## src/rtl/issue_scoreboard_ctrl.sv

```systemverilog
// issue_scoreboard_ctrl: single-entry issue stage between the decoder and the
// execute/memory back end. A 32-entry scoreboard tracks issued-but-not-retired
// register writes. An instruction is released only when it has no RAW or WAW
// hazard, is under the in-flight limit, and (if serializing) all earlier
// writes have retired. A writeback in the same cycle releases its hazard.
//
// Optional build macro ISSUE_STALL_CNT_EN: when defined, stall_cycles counts
// cycles in which an instruction is held but blocked (saturating). When
// undefined, stall_cycles is tied to 0 and no counter is built.
//
// Handshake: a transfer happens on a clock edge where valid and ready are both
// high. out_valid, once high, holds with stable fields until that transfer,
// except that flush withdraws it. in_ready may depend combinationally on
// out_ready and flush.
module issue_scoreboard_ctrl #(
  parameter int MAX_INFLIGHT = 4,
  parameter int CNT_W        = 4
) (
  input  logic             clk,
  input  logic             rst_n,
  input  logic             in_valid,
  output logic             in_ready,
  input  logic             in_rs_valid,
  input  logic             in_rt_valid,
  input  logic [4:0]       in_rs,
  input  logic [4:0]       in_rt,
  input  logic             in_dst_valid,
  input  logic [4:0]       in_dst,
  input  logic             in_serial,
  input  logic [31:0]      in_tag,
  output logic             out_valid,
  input  logic             out_ready,
  output logic             out_dst_valid,
  output logic [4:0]       out_dst,
  output logic [31:0]      out_tag,
  input  logic             wb_valid,
  input  logic [4:0]       wb_reg,
  input  logic             flush,
  output logic [CNT_W-1:0] inflight,
  output logic             err_wb,
  output logic [31:0]      stall_cycles,
  output logic             dbg_state,
  output logic [31:0]      dbg_scoreboard
);

  typedef enum logic {S_EMPTY = 1'b0, S_HELD = 1'b1} state_t;

  localparam logic [CNT_W-1:0] MAX_CNT = CNT_W'(MAX_INFLIGHT);

  state_t      state;
  logic [31:0] scoreboard;

  // Held instruction source/control fields (destination and tag are the
  // registered out_* ports).
  logic        h_rs_valid;
  logic        h_rt_valid;
  logic [4:0]  h_rs;
  logic [4:0]  h_rt;
  logic        h_serial;

  logic [31:0] wb_onehot;
  logic [31:0] pend_eff;
  logic        wb_nonzero;
  logic        wb_hit;
  logic        wb_miss;
  logic [CNT_W-1:0] inflight_eff;
  logic        raw;
  logic        waw;
  logic        full;
  logic        drain;
  logic        fire;
  logic        accept;
  logic        set_dst;
  logic [31:0] sb_set;
  logic [31:0] sb_clr;
  logic [CNT_W-1:0] inflight_next;

  // Hazard evaluation against the scoreboard with same-cycle writeback bypass.
  always_comb begin
    wb_onehot    = 32'd1 << wb_reg;
    wb_nonzero   = wb_valid & (wb_reg != 5'd0);
    pend_eff     = scoreboard & ~(wb_valid ? wb_onehot : 32'd0);
    wb_hit       = wb_nonzero & scoreboard[wb_reg];
    wb_miss      = wb_nonzero & ~scoreboard[wb_reg];
    inflight_eff = inflight - {{(CNT_W-1){1'b0}}, wb_hit};
    raw          = (h_rs_valid & pend_eff[h_rs]) | (h_rt_valid & pend_eff[h_rt]);
    waw          = out_dst_valid & pend_eff[out_dst];
    full         = out_dst_valid & (out_dst != 5'd0) & (inflight_eff == MAX_CNT);
    drain        = h_serial & (pend_eff != 32'd0);
    out_valid    = (state == S_HELD) & ~raw & ~waw & ~full & ~drain & ~flush;
    fire         = out_valid & out_ready;
    in_ready     = (state == S_EMPTY) | fire | flush;
    accept       = in_valid & in_ready;
    set_dst      = fire & out_dst_valid & (out_dst != 5'd0);
    sb_set       = set_dst ? (32'd1 << out_dst) : 32'd0;
    sb_clr       = wb_hit ? wb_onehot : 32'd0;
    inflight_next = inflight;
    if (set_dst & ~wb_hit)
      inflight_next = inflight + {{(CNT_W-1){1'b0}}, 1'b1};
    else if (~set_dst & wb_hit)
      inflight_next = inflight - {{(CNT_W-1){1'b0}}, 1'b1};
  end

  // Holding-register FSM: capture on accept, drop on fire or flush.
  always_ff @(posedge clk) begin
    if (!rst_n) begin
      state         <= S_EMPTY;
      h_rs_valid    <= 1'b0;
      h_rt_valid    <= 1'b0;
      h_rs          <= 5'd0;
      h_rt          <= 5'd0;
      h_serial      <= 1'b0;
      out_dst_valid <= 1'b0;
      out_dst       <= 5'd0;
      out_tag       <= 32'd0;
    end else begin
      if (accept) begin
        state         <= S_HELD;
        h_rs_valid    <= in_rs_valid;
        h_rt_valid    <= in_rt_valid;
        h_rs          <= in_rs;
        h_rt          <= in_rt;
        h_serial      <= in_serial;
        out_dst_valid <= in_dst_valid;
        out_dst       <= in_dst;
        out_tag       <= in_tag;
      end else if (fire | flush) begin
        state <= S_EMPTY;
      end
    end
  end

  // Scoreboard and in-flight count; an issuing set beats a same-cycle clear.
  always_ff @(posedge clk) begin
    if (!rst_n) begin
      scoreboard <= 32'd0;
      inflight   <= '0;
      err_wb     <= 1'b0;
    end else begin
      scoreboard <= (scoreboard & ~sb_clr) | sb_set;
      inflight   <= inflight_next;
      if (wb_miss)
        err_wb <= 1'b1;
    end
  end

`ifdef ISSUE_STALL_CNT_EN
  logic [31:0] stall_q;

  // Saturating count of cycles a held instruction is blocked.
  always_ff @(posedge clk) begin
    if (!rst_n)
      stall_q <= 32'd0;
    else if ((state == S_HELD) & ~out_valid & ~flush & (stall_q != 32'hFFFF_FFFF))
      stall_q <= stall_q + 32'd1;
  end

  assign stall_cycles = stall_q;
`else
  assign stall_cycles = 32'd0;
`endif

  assign dbg_state      = state;
  assign dbg_scoreboard = scoreboard;

endmodule

```

## config.mk

```make
export PLATFORM = sky130hd
export DESIGN_NAME = issue_scoreboard_ctrl
export DESIGN_NICKNAME = d
export VERILOG_FILES = /design/src/rtl/issue_scoreboard_ctrl.sv
export SDC_FILE = /design/constraint.sdc
export NUM_CORES = 1
export LEC_CHECK = 0
export BUFFER_PORTS_ARGS = -buffer_cell sky130_fd_sc_hd__buf_2
export CAP_MARGIN = 20
export CORE_ASPECT_RATIO = 1.5
export CORE_MARGIN = 3
export CORE_UTILIZATION = 40
export CTS_CLUSTER_DIAMETER = 60
export DETAILED_ROUTE_END_ITERATION = 7
export HOLD_SLACK_MARGIN = 0.06
export PLACE_DENSITY_LB_ADDON = 0.2
export SETUP_SLACK_MARGIN = 0.3
export SYNTH_ARGS = -nofsm -noshare
export SYNTH_HDL_FRONTEND = slang
export SYNTH_SLANG_ARGS = --single-unit
export TNS_END_PERCENT = 30
```

## constraint.sdc

```tcl
create_clock -name clk -period 5.9 [get_ports clk]
set_clock_uncertainty 0.05 [all_clocks]
set_input_delay 1.18 -clock clk [delete_from_list [all_inputs] [get_ports clk]]
set_output_delay 1.18 -clock clk [all_outputs]
set_load 0.02 [all_outputs]
```

==> results of run 1 <==
==> cell usage in the layout (no fill, tap or decap), drive strengths merged, types with 5 or more instances in the layout <==
master  count
buf       177
nand2     121
dfxtp      89
mux2i      59
inv        43
o21ai      39
conb       32
a32o       31
nor2       18
mux4       17
a22oi      11
nand4      11
clkbuf      9
nand2b      9
nor3        8
o21a        6
and2        6
nand4b      5
o211ai      5
xnor2       5
nor4        5
==> cells by family after synthesis <==
logic type,share of synthesized area (%)
AOI/OAI and AO/OA,18.12
xor gates and xnor gates,0.7733
adders and majority gates,1.237
buffers and inverters,11.93
DFF,31.46
muxes,17.39
other,0.06622
and+or+nand+nor,19.02
==> synthesized netlist by cell type, drive strengths merged, types with 2 or more instances <==
| master | number | area (um2) |
|---|---|---|
| nand2 | 121 | 454.2 |
| dfxtp | 89 | 1782 |
| mux2i | 59 | 590.6 |
| buf | 51 | 424.2 |
| o21ai | 39 | 210.2 |
| inv | 38 | 142.6 |
| a32o | 31 | 310.3 |
| clkbuf | 29 | 108.9 |
| nor2 | 18 | 67.56 |
| mux4 | 17 | 382.9 |
| a22oi | 11 | 82.58 |
| nand4 | 11 | 68.82 |
| nand2b | 9 | 56.30 |
| nor3 | 8 | 51.30 |
| and2 | 6 | 37.54 |
| o21a | 6 | 45.04 |
| nand4b | 5 | 43.79 |
| nor4 | 5 | 46.29 |
| o211ai | 5 | 37.54 |
| xnor2 | 5 | 43.79 |
| a21oi | 4 | 20.02 |
| and3 | 4 | 25.02 |
| ha | 4 | 50.05 |
| nand3 | 4 | 20.02 |
| nor2b | 4 | 25.02 |
| nor3b | 4 | 30.03 |
| o22ai | 4 | 25.02 |
| o31ai | 4 | 30.03 |
| a2111oi | 3 | 26.28 |
| and3b | 3 | 26.28 |
| nand3b | 3 | 22.52 |
| nand4bb | 3 | 33.78 |
| o31a | 3 | 26.28 |
| o41ai | 3 | 45.05 |
| a211oi | 2 | 15.01 |
| a21boi | 2 | 15.02 |
| a21o | 2 | 15.01 |
| a311o | 2 | 20.02 |
| a31oi | 2 | 12.51 |
| o311ai | 2 | 17.52 |
| o32ai | 2 | 17.52 |
| or3 | 2 | 12.51 |
| or4b | 2 | 23.77 |
==> power by group <==
part	leakage (uW)	internal [uW]	switching [uW]
logic	0.00236	91.7	157
registers	0.000727	626	32.5
clock network	0.000150	304	289
total	0.00324	1020	478
==> stage by stage <==
stage               setup slack [ns]  power [uW]  std cells  hold slack, ns
detailed placement           -0.2252       914.7        933          0.3951
global placement            -0.08285       908.3        933          0.3897
global route                 0.05808        1553        950          0.4222
CTS                           0.1928        1509        949          0.4089
finish                        0.2244        1500        950          0.4071
floorplan                     0.1783       863.6        675          0.3847
==> routing by layer <==
metal	up-vias	wire length [um]	track usage [%]
li1	2549	-	-
met1	2620	6979	28.13
met2	333	9802	41.87
met3	66	1574	4.214
met4	0	1107	15.75
met5	-	0	0
==> worst register-to-register path, stage by stage, from the launching register on <==
cell      delay, ns
dfxtp_1        0.43
mux4_2         0.51
mux4_2         0.48
mux2_4         0.30
nand2b_4       0.09
inv_1          0.05
ha_2           0.17
nand2_1        0.07
o22ai_1        0.08
nand3b_1       0.09
o21ai_0        0.07
or3_1          0.32
or4_4          0.47
nor4_2         0.30
ha_2           0.23
inv_2          0.06
ha_4           0.21
a21o_1         0.16
a21oi_2        0.12
xnor2_1        0.09
or3_1          0.34
a21boi_1       0.11
==> state kept, by name, indices dropped and copies added, names as in the netlist <==
signal	count
h_rs	5
dbg_state	1
out_tag	32
out_dst_valid	1
h_serial	1
dbg_scoreboard	32
err_wb	1
h_rt_valid	1
out_dst	5
inflight	4
h_rs_valid	1
h_rt	5
==> cell type report <==
| cell class | count | share of cell area (%) |
|---|---|---|
| repair buffers | 177 | 15.06 |
| clock buffers | 9 | 3.289 |
| well taps | 162 | 2.960 |
| multi-input cells | 468 | 49.41 |
| clock inverters | 7 | 1.188 |
| flip-flops and latches | 89 | 26.02 |
| inverters | 38 | 2.083 |
==> final timing paths <==
path | start | end | slack, ns | cells after the start
max | wb_reg[0] | out_valid | 0.22 | 16
min | out_tag[4] | out_tag[4] | 0.41 | 2
max reg2reg | dbg_scoreboard[16] | inflight[3] | 1.03 | 21
min reg2reg | out_tag[4] | out_tag[4] | 0.41 | 2
==> impl_metrics.env, run 1 <==
export IMPL_status="finished clean"
export IMPL_drc=0
export IMPL_crit_buf_inv=4
export IMPL_fmax_mhz=176.2
export IMPL_max_vdd_ir_drop_mv=0.1172
export IMPL_wl_per_cell_um=20.49
export IMPL_power_density_nw_per_um2=219.0
export IMPL_postCtsHoldBufs=0
export IMPL_crit_family="multiplexers"
export IMPL_critPathSlowestCell="mux4_2"
export IMPL_insertedDiodeCount=0
export IMPL_rsz0062_at_grt="true"
export IMPL_gp_congestion=1.010
export IMPL_worstSkewPairLatency_ns=0.36
export IMPL_path_class="in2out"
export IMPL_dp_hpwl_um=14680
export IMPL_cts_buffers=9
export IMPL_initial_core_util_pct=41.45
export IMPL_viasPerCell=5.861
export IMPL_io_buffers=139
export IMPL_worst_path_max_fanout=10
export IMPL_leakage_uw=0.003237
export IMPL_num_io_pins=172
export IMPL_seqCellArea_um2=1782
export IMPL_cts_setup_buffers=0
export IMPL_grt_antenna_before_repair=0
export IMPL_drive_above_1_share_pct=28.93
export IMPL_cpPeakStageDelay_ns=0.51
export IMPL_multi_input_area_um2=3383
export IMPL_synth_cell_types=69
export IMPL_first_pass_iters=5
export IMPL_drtIter0Drc=547
export IMPL_post_dp_cell_area_um2=6487
export IMPL_cts_htree_levels=3
export IMPL_grt_usage_pct=24.68
export IMPL_maxSlewViolCount=0
export IMPL_wl_um=19460
export IMPL_ctsResizeCount=6
export IMPL_async_flop_share_pct=0
export IMPL_rows=52
export IMPL_cts_root_buf="clkbuf_16"
export IMPL_finalCriticalPeriod_ns=5.676
export IMPL_cts_tree="yes"
export IMPL_grt_first_pass_wirelength_um=29360
export IMPL_die_w_um=103.2
export IMPL_hp_class="reg2reg"
export IMPL_ys_ff_latch=89
export IMPL_synthToLayoutAreaGrowth_pct=20.92
export IMPL_final_util_pct=50.12
export IMPL_drv_cap=0
export IMPL_cp_arrival_ns=4.45
export IMPL_n_fill_cell=1313
export IMPL_finalHoldViolCount=0
export IMPL_detail_route_antenna_nets=0
export IMPL_crit_path_start_kind="input port"
export IMPL_tightestPinTransition_ns=0.8211
export IMPL_num_vias=5568
export IMPL_path_cells="buf_8, mux4_2, mux4_2, mux2_4, nand2b_4, inv_1, ha_2, nand2_1, o22ai_1, nand3b_1, o21ai_0, or3_1, or4_4, buf_4, nor3_2, buf_4"
export IMPL_path_clk_slew_ns=0.07
export IMPL_first_global_vias=5448
export IMPL_synth_ff_type="dfxtp_1"
export IMPL_worstPathRequired_ns=4.67
export IMPL_grt_max_degree=119
export IMPL_syn_inst=644
export IMPL_coreArea_um2=13660
export IMPL_syn_avg_cell_area_um2=8.793
export IMPL_slew_headroom_pct=45.18
export IMPL_dieArea_um2=15650
export IMPL_die_h_um=151.7
export IMPL_clockBufferDepth=2
export IMPL_setup_violations=0
export IMPL_seq_area_frac_synth_pct=31.46
export IMPL_end_kind="output pin"
export IMPL_syn_cell_area_um2=5663
export IMPL_final_area_um2=6848
export IMPL_yosysWarnings=0
export IMPL_synth_edf_count=0
export IMPL_grt_overflow=0
export IMPL_final_setup_tns_ns=0
export IMPL_numClockSinks=89
export IMPL_fin_crit_sh_pct=96.20
export IMPL_final_nets=850
No activity file was read; power rests on OpenSTA's default activity.
==> inputs of run 2 (changes only) <==
--- a/config.mk
+++ b/config.mk
@@ -5,6 +5,7 @@
 export SDC_FILE = /design/constraint.sdc
 export NUM_CORES = 1
 export LEC_CHECK = 0
+export ABC_CLOCK_PERIOD_IN_PS = 5900
 export BUFFER_PORTS_ARGS = -buffer_cell sky130_fd_sc_hd__buf_2
 export CAP_MARGIN = 20
 export CORE_ASPECT_RATIO = 1.5
@@ -14,7 +15,9 @@
 export DETAILED_ROUTE_END_ITERATION = 7
 export HOLD_SLACK_MARGIN = 0.06
 export PLACE_DENSITY_LB_ADDON = 0.2
+export RECOVER_POWER = 100
 export SETUP_SLACK_MARGIN = 0.3
+export SKIP_CTS_REPAIR_TIMING = 1
 export SYNTH_ARGS = -nofsm -noshare
 export SYNTH_HDL_FRONTEND = slang
 export SYNTH_SLANG_ARGS = --single-unit
==> run 2 against run 1 <==
  * The flow now finishes with violations (capacitance limit, slew limit)
  * Power shrank 0.75%
  * Die area is the same
  * Worst setup slack lost 0.023 ns
  * Critical path depth shrank 1
  * Design area shrank 2.7%
  * Flip-flop and latch count is the same
  * Global-route usage is essentially flat
  * Via count grew 0.66%
  * Register-to-register slack lost 0.11 ns
  * Cell count is the same
  * Sequential share of layout area grew 0.73 points
  * Routed wire length grew 0.24%
  * Largest power group unchanged
==> impl_metrics.env, run 2 (synthesis results as in run 1) <==
export IMPL_status="finished with violations"
export IMPL_violations="capacitance limit, slew limit"
export IMPL_end_kind="output pin"
export IMPL_grt_first_pass_wirelength_um=29330
export IMPL_clockBufferDepth=2
export IMPL_grt_max_degree=119
export IMPL_tightestPinTransition_ns=3.500
export IMPL_die_h_um=151.7
export IMPL_seqCellArea_um2=1782
export IMPL_first_pass_iters=5
export IMPL_coreArea_um2=13660
export IMPL_cts_buffers=9
export IMPL_final_cell_mix="nand2_1, dfxtp_1, clkbuf_1"
export IMPL_worstPathRequired_ns=4.67
export IMPL_crit_path_start_kind="input port"
export IMPL_grt_usage_pct=24.64
export IMPL_dieArea_um2=15650
export IMPL_finalCriticalPeriod_ns=5.699
export IMPL_power_density_nw_per_um2=223.5
export IMPL_detail_route_antenna_nets=0
export IMPL_drv_cap=1
export IMPL_layout_commonest_cell="nand2_1"
export IMPL_insertedDiodeCount=0
export IMPL_cts_htree_levels=3
export IMPL_viasPerCell=5.900
export IMPL_first_global_vias=5433
export IMPL_drc=0
export IMPL_setup_violations=0
export IMPL_path_clk_slew_ns=0.07
export IMPL_path_class="in2out"
export IMPL_fin_ws_ns=0.2014
export IMPL_wl_met2_um=9700
export IMPL_cts_root_buf="clkbuf_16"
export IMPL_rows=52
export IMPL_finalHoldViolCount=0
export IMPL_fmax_mhz=175.5
export IMPL_leakage_uw=0.002907
export IMPL_drive_above_1_share_pct=18.02
export IMPL_grt_antenna_before_repair=0
export IMPL_dp_hpwl_um=14680
export IMPL_final_nets=850
export IMPL_wl_met1_um=7062
export IMPL_io_buffers=139
export IMPL_num_vias=5605
export IMPL_initial_core_util_pct=41.45
export IMPL_die_w_um=103.2
export IMPL_slew_headroom_pct=-133.7
export IMPL_num_io_pins=172
export IMPL_dr_wl_met3_um=1533
export IMPL_n_fill_cell=1369
export IMPL_cts_tree="yes"
export IMPL_maxSlewViolCount=113
export IMPL_p_total_uw=1489
export IMPL_synthToLayoutAreaGrowth_pct=17.61
export IMPL_preCtsSetupSlack_ns=-0.2252
export IMPL_fin_crit_sh_pct=96.59
export IMPL_max_vdd_ir_drop_mv=0.1163
export IMPL_numClockSinks=89
export IMPL_worst_path_max_fanout=10
export IMPL_rsz0062_at_grt="true"
export IMPL_drtIter0Drc=566
export IMPL_worstSkewPairLatency_ns=0.35
export IMPL_hp_class="reg2reg"
export IMPL_multi_input_area_um2=3328
export IMPL_highest_signal_layer="met4"
export IMPL_gp_congestion=1.010
export IMPL_cp_arrival_ns=4.47
export IMPL_grt_overflow=0
export IMPL_wl_um=19510
export IMPL_wl_per_cell_um=20.54
## run 2: worst max-delay path: stages
cell      delay [ns]
buf_8           0.13
mux4_2          0.51
mux4_2          0.48
mux2_4          0.30
nand2b_4        0.09
inv_1           0.05
ha_1            0.18
nand2_1         0.08
o22ai_1         0.09
nand3b_1        0.09
o21ai_0         0.07
or3_1           0.33
or4_4           0.47
o31ai_4         0.25
buf_4           0.18
## run 2: area by class of cell
| type | count | area share [%] |
|---|---|---|
| sequential | 89 | 26.75 |
| clock inverter | 7 | 1.221 |
| multi-input combinational | 468 | 49.97 |
| clock buffer | 9 | 3.382 |
| tap | 162 | 3.043 |
| inverter | 38 | 2.142 |
| timing repair buffer | 177 | 13.49 |
## run 2: layer usage
| layer | vias to the layer above | GRT usage (%) |
|---|---|---|
| met1 | 2640 | 28.07 |
| met5 | - | 0 |
| li1 | 2551 | - |
| met4 | 0 | 16.07 |
| met2 | 337 | 41.61 |
| met3 | 77 | 4.214 |
## run 2: path summary, 6_finish.rpt
| path | startpoint | endpoint | slack, ns | cells past startpoint |
|---|---|---|---|---|
| worst min-delay path | out_tag[4] | out_tag[4] | 0.41 | 2 |
| worst max register to register | dbg_scoreboard[16] | inflight[3] | 0.92 | 21 |
| worst min register to register | out_tag[4] | out_tag[4] | 0.41 | 2 |
| worst max-delay path | wb_reg[0] | in_ready | 0.20 | 15 |
## run 2: stage by stage
stage	instances	TNS (ns)	hold WS, ns	instance area, um2	util [%]
floorplan	675	0	0.3847	5858	-
global placement	933	-0.1710	0.3897	6487	47.48
detailed placement	933	-0.6284	0.3951	6487	47.48
CTS	949	-0.3198	0.4089	6794	49.73
global route	950	0	0.4235	6660	48.75
finish	950	0	0.4092	6660	48.75
## run 2: where the power goes
| group | internal [uW] | total, uW | switching, uW |
|---|---|---|---|
| Combinational | 85.3 | 239 | 154 |
| Clock | 304 | 590 | 286 |
| Sequential | 626 | 659 | 33.0 |
==> inputs of run 3 (changes only) <==
--- a/config.mk
+++ b/config.mk
@@ -5,14 +5,14 @@
 export SDC_FILE = /design/constraint.sdc
 export NUM_CORES = 1
 export LEC_CHECK = 0
-export ABC_CLOCK_PERIOD_IN_PS = 5900
+export ABC_CLOCK_PERIOD_IN_PS = 6850
 export BUFFER_PORTS_ARGS = -buffer_cell sky130_fd_sc_hd__buf_2
-export CAP_MARGIN = 20
 export CORE_ASPECT_RATIO = 1.5
 export CORE_MARGIN = 3
 export CORE_UTILIZATION = 40
 export CTS_CLUSTER_DIAMETER = 60
 export DETAILED_ROUTE_END_ITERATION = 7
+export GPL_TIMING_DRIVEN = 0
 export HOLD_SLACK_MARGIN = 0.06
 export PLACE_DENSITY_LB_ADDON = 0.2
 export RECOVER_POWER = 100
==> constraint.sdc (replaced) <==
create_clock -name clk -period 6.85 [get_ports clk]
set_clock_uncertainty 0.05 [all_clocks]
set_input_delay 1.37 -clock clk [delete_from_list [all_inputs] [get_ports clk]]
set_output_delay 1.37 -clock clk [all_outputs]
set_load 0.02 [all_outputs]
==> run 3 against run 2 <==
  * The flow now finishes without violations
  * Sequential power fell by 16%
  * Hold slack worse by 0.0035 ns
  * Non-clock buffer count is 42 higher
  * Via count grew 1.6%
  * Die area unchanged
  * Combinational power about the same
  * Critical path depth is 2 higher
  * Clock power shrank 11%
  * Global-route usage is 1.7 points higher
  * Critical endpoint unchanged
==> impl_metrics.env, run 3 (synthesis results as in run 1) <==
export IMPL_drive_above_1_share_pct=17.47
export IMPL_grt_overflow=0
export IMPL_first_global_vias=5572
export IMPL_fmax_mhz=153.1
export IMPL_rsz0062_at_grt="false"
export IMPL_worstPathRequired_ns=5.43
export IMPL_setup_violations=0
export IMPL_n_fill_cell=1395
export IMPL_clkPwrFrac_pct=39.8
export IMPL_worstSkewPairLatency_ns=0.35
export IMPL_rows=52
export IMPL_maxSlewViolCount=0
export IMPL_slew_headroom_pct=7.246
export IMPL_power_switching_uw=408.0
export IMPL_gp_congestion=0.9972
export IMPL_wl_per_cell_um=20.87
export IMPL_p_total_uw=1326
export IMPL_viasPerCell=5.741
export IMPL_drv_cap=0
export IMPL_reg2reg_to="inflight[3]"
export IMPL_num_vias=5695
export IMPL_cp_arrival_ns=5.11
export IMPL_hp_class="reg2reg"
export IMPL_layout_commonest_cell="nand2_1"
export IMPL_finalCriticalPeriod_ns=6.530
export IMPL_insertedDiodeCount=0
export IMPL_drc=0
export IMPL_coreArea_um2=13660
export IMPL_crit_cells=17
export IMPL_status="finished clean"
export IMPL_path_clk_slew_ns=0.07
export IMPL_cts_root_buf="clkbuf_16"
export IMPL_wl_um=20700
export IMPL_final_cell_mix="nand2_1, clkbuf_1, dfxtp_1"
export IMPL_crit_family="multiplexers"
export IMPL_die_h_um=151.7
export IMPL_cp_startpoint="wb_reg[0]"
export IMPL_detail_route_antenna_nets=0
export IMPL_die_w_um=103.2
export IMPL_finalHoldViolCount=0
export IMPL_fin_ws_ns=0.3196
export IMPL_final_area_um2=6849
export IMPL_cts_tree="yes"
export IMPL_first_pass_iters=5
export IMPL_grt_max_degree=18
export IMPL_grt_usage_pct=26.34
export IMPL_worst_path_max_fanout=10
export IMPL_dieArea_um2=15650
export IMPL_critPathSlowestCell="or4_1"
export IMPL_power_frac_comb_pct=18.3
export IMPL_cts_htree_levels=3
export IMPL_end_kind="output pin"
export IMPL_p_int_uw=917.7
export IMPL_crit_buf_inv=5
export IMPL_final_setup_tns_ns=0
export IMPL_num_io_pins=172
export IMPL_grt_first_pass_wirelength_um=31310
export IMPL_netSwitchingFraction_pct=30.77
export IMPL_worstRegToRegCells=22
export IMPL_preCtsSetupSlack_ns=-0.1987
export IMPL_dp_hpwl_um=16270
export IMPL_io_buffers=136
export IMPL_crit_path_start_kind="input port"
export IMPL_cpPeakStageDelay_ns=0.56
export IMPL_rr_startpoint="dbg_scoreboard[13]"
export IMPL_r2r_slack_ns=1.45
export IMPL_cts_buffers=9
export IMPL_max_vdd_ir_drop_mv=0.1003
export IMPL_path_class="in2out"
export IMPL_drtIter0Drc=403
export IMPL_numClockSinks=89
export IMPL_final_util_pct=50.13
export IMPL_crit_end="in_ready"
export IMPL_initial_core_util_pct=41.45
export IMPL_leakage_uw=0.002997
export IMPL_grt_antenna_before_repair=0
export IMPL_final_nets=892
export IMPL_synthToLayoutAreaGrowth_pct=20.95
export IMPL_tightestPinTransition_ns=1.379
export IMPL_path_cells="buf_6, buf_12, mux4_2, mux4_2, mux2_1, nand2b_2, inv_1, ha_1, nand2_1, o22ai_1, nand3b_1, o21ai_0, or3_1, or4_1, buf_6, o31ai_4, buf_6"
export IMPL_fin_crit_sh_pct=95.33
export IMPL_crit_path_frequent_cell="buf_6"
export IMPL_clockBufferDepth=2
export IMPL_post_dp_cell_area_um2=6669
export IMPL_power_density_nw_per_um2=193.6
export IMPL_seq_power_share_pct=41.9
run 3: cell count changes in the layout (fill, tap and decap cells not counted), moves of 2 or more:
| cell | change |
|---|---|
| clkinv_8 | -2 |
| buf_1 | +3 |
| buf_6 | +3 |
| buf_2 | +4 |
| nor3_2 | -2 |
| and2_0 | +2 |
| buf_4 | -2 |
| and2_1 | -2 |
| clkinvlp_4 | +2 |
| clkbuf_1 | +34 |
| inv_6 | -2 |
| nor3_1 | +2 |
run 3: per-layer routing:
| metal | global-route usage, % | vias up | routed length (um) |
|---|---|---|---|
| met5 | 0 | - | 0 |
| met4 | 13.55 | 0 | 1060 |
| met3 | 5.360 | 58 | 1586 |
| met2 | 45.37 | 326 | 10380 |
| met1 | 30.29 | 2677 | 7669 |
| li1 | - | 2634 | - |
run 3: worst min-delay path by stage:
stage / startpoint / end / slack [ns] / cells past startpoint
floorplan: h_serial / h_serial / 0.38 / 2
global placement: out_tag[23] / out_tag[23] / 0.39 / 2
detailed placement: out_tag[31] / out_tag[31] / 0.39 / 2
CTS: out_tag[30] / out_tag[30] / 0.40 / 2
global route: out_tag[22] / out_tag[22] / 0.43 / 2
finish: out_tag[30] / out_tag[30] / 0.41 / 2
run 3: area by class of cell:
type	instances	area [um2]	area share [%]
Inverter	38	142.6	2.083
Tap cell	162	202.7	2.959
Clock inverter	7	85.08	1.242
Clock buffer	9	225.2	3.288
Multi-Input combinational cell	468	3318	48.45
Buffer	80	462.9	6.759
Timing Repair Buffer	139	630.6	9.207
Sequential cell	89	1782	26.01
run 3: power groups by stage:
stage                     logic (uW)  registers (uW)  clock network (uW)
after floorplan                  157             584                   0
after global placement           247             565                   0
after detailed placement         251             566                   0
after CTS                        251             555                 533
after global routing             264             559                 556
final                            242             556                 528
run 3: worst register-to-register path, stage by stage (launching register included):
cell and delay (ns):
dfxtp_1 0.38, mux4_2 0.51, mux4_2 0.48, mux2_1 0.35
nand2b_2 0.11, inv_1 0.05, ha_1 0.18, nand2_1 0.06
o22ai_1 0.07, nand3b_1 0.12, o21ai_0 0.12, or3_1 0.32
or4_1 0.56, buf_6 0.16, nor4_2 0.25, ha_1 0.24
inv_1 0.10, ha_1 0.29, a21o_1 0.18, a21oi_1 0.17
xnor2_1 0.10, or3_1 0.31, a21boi_0 0.16
run 3: stage by stage:
| stage | std cells | hold slack, ns |
|---|---|---|
| final | 992 | 0.4057 |
| after global routing | 992 | 0.4335 |
| after CTS | 989 | 0.4047 |
| after global placement | 973 | 0.3904 |
| after detailed placement | 973 | 0.3939 |
| after floorplan | 675 | 0.3847 |
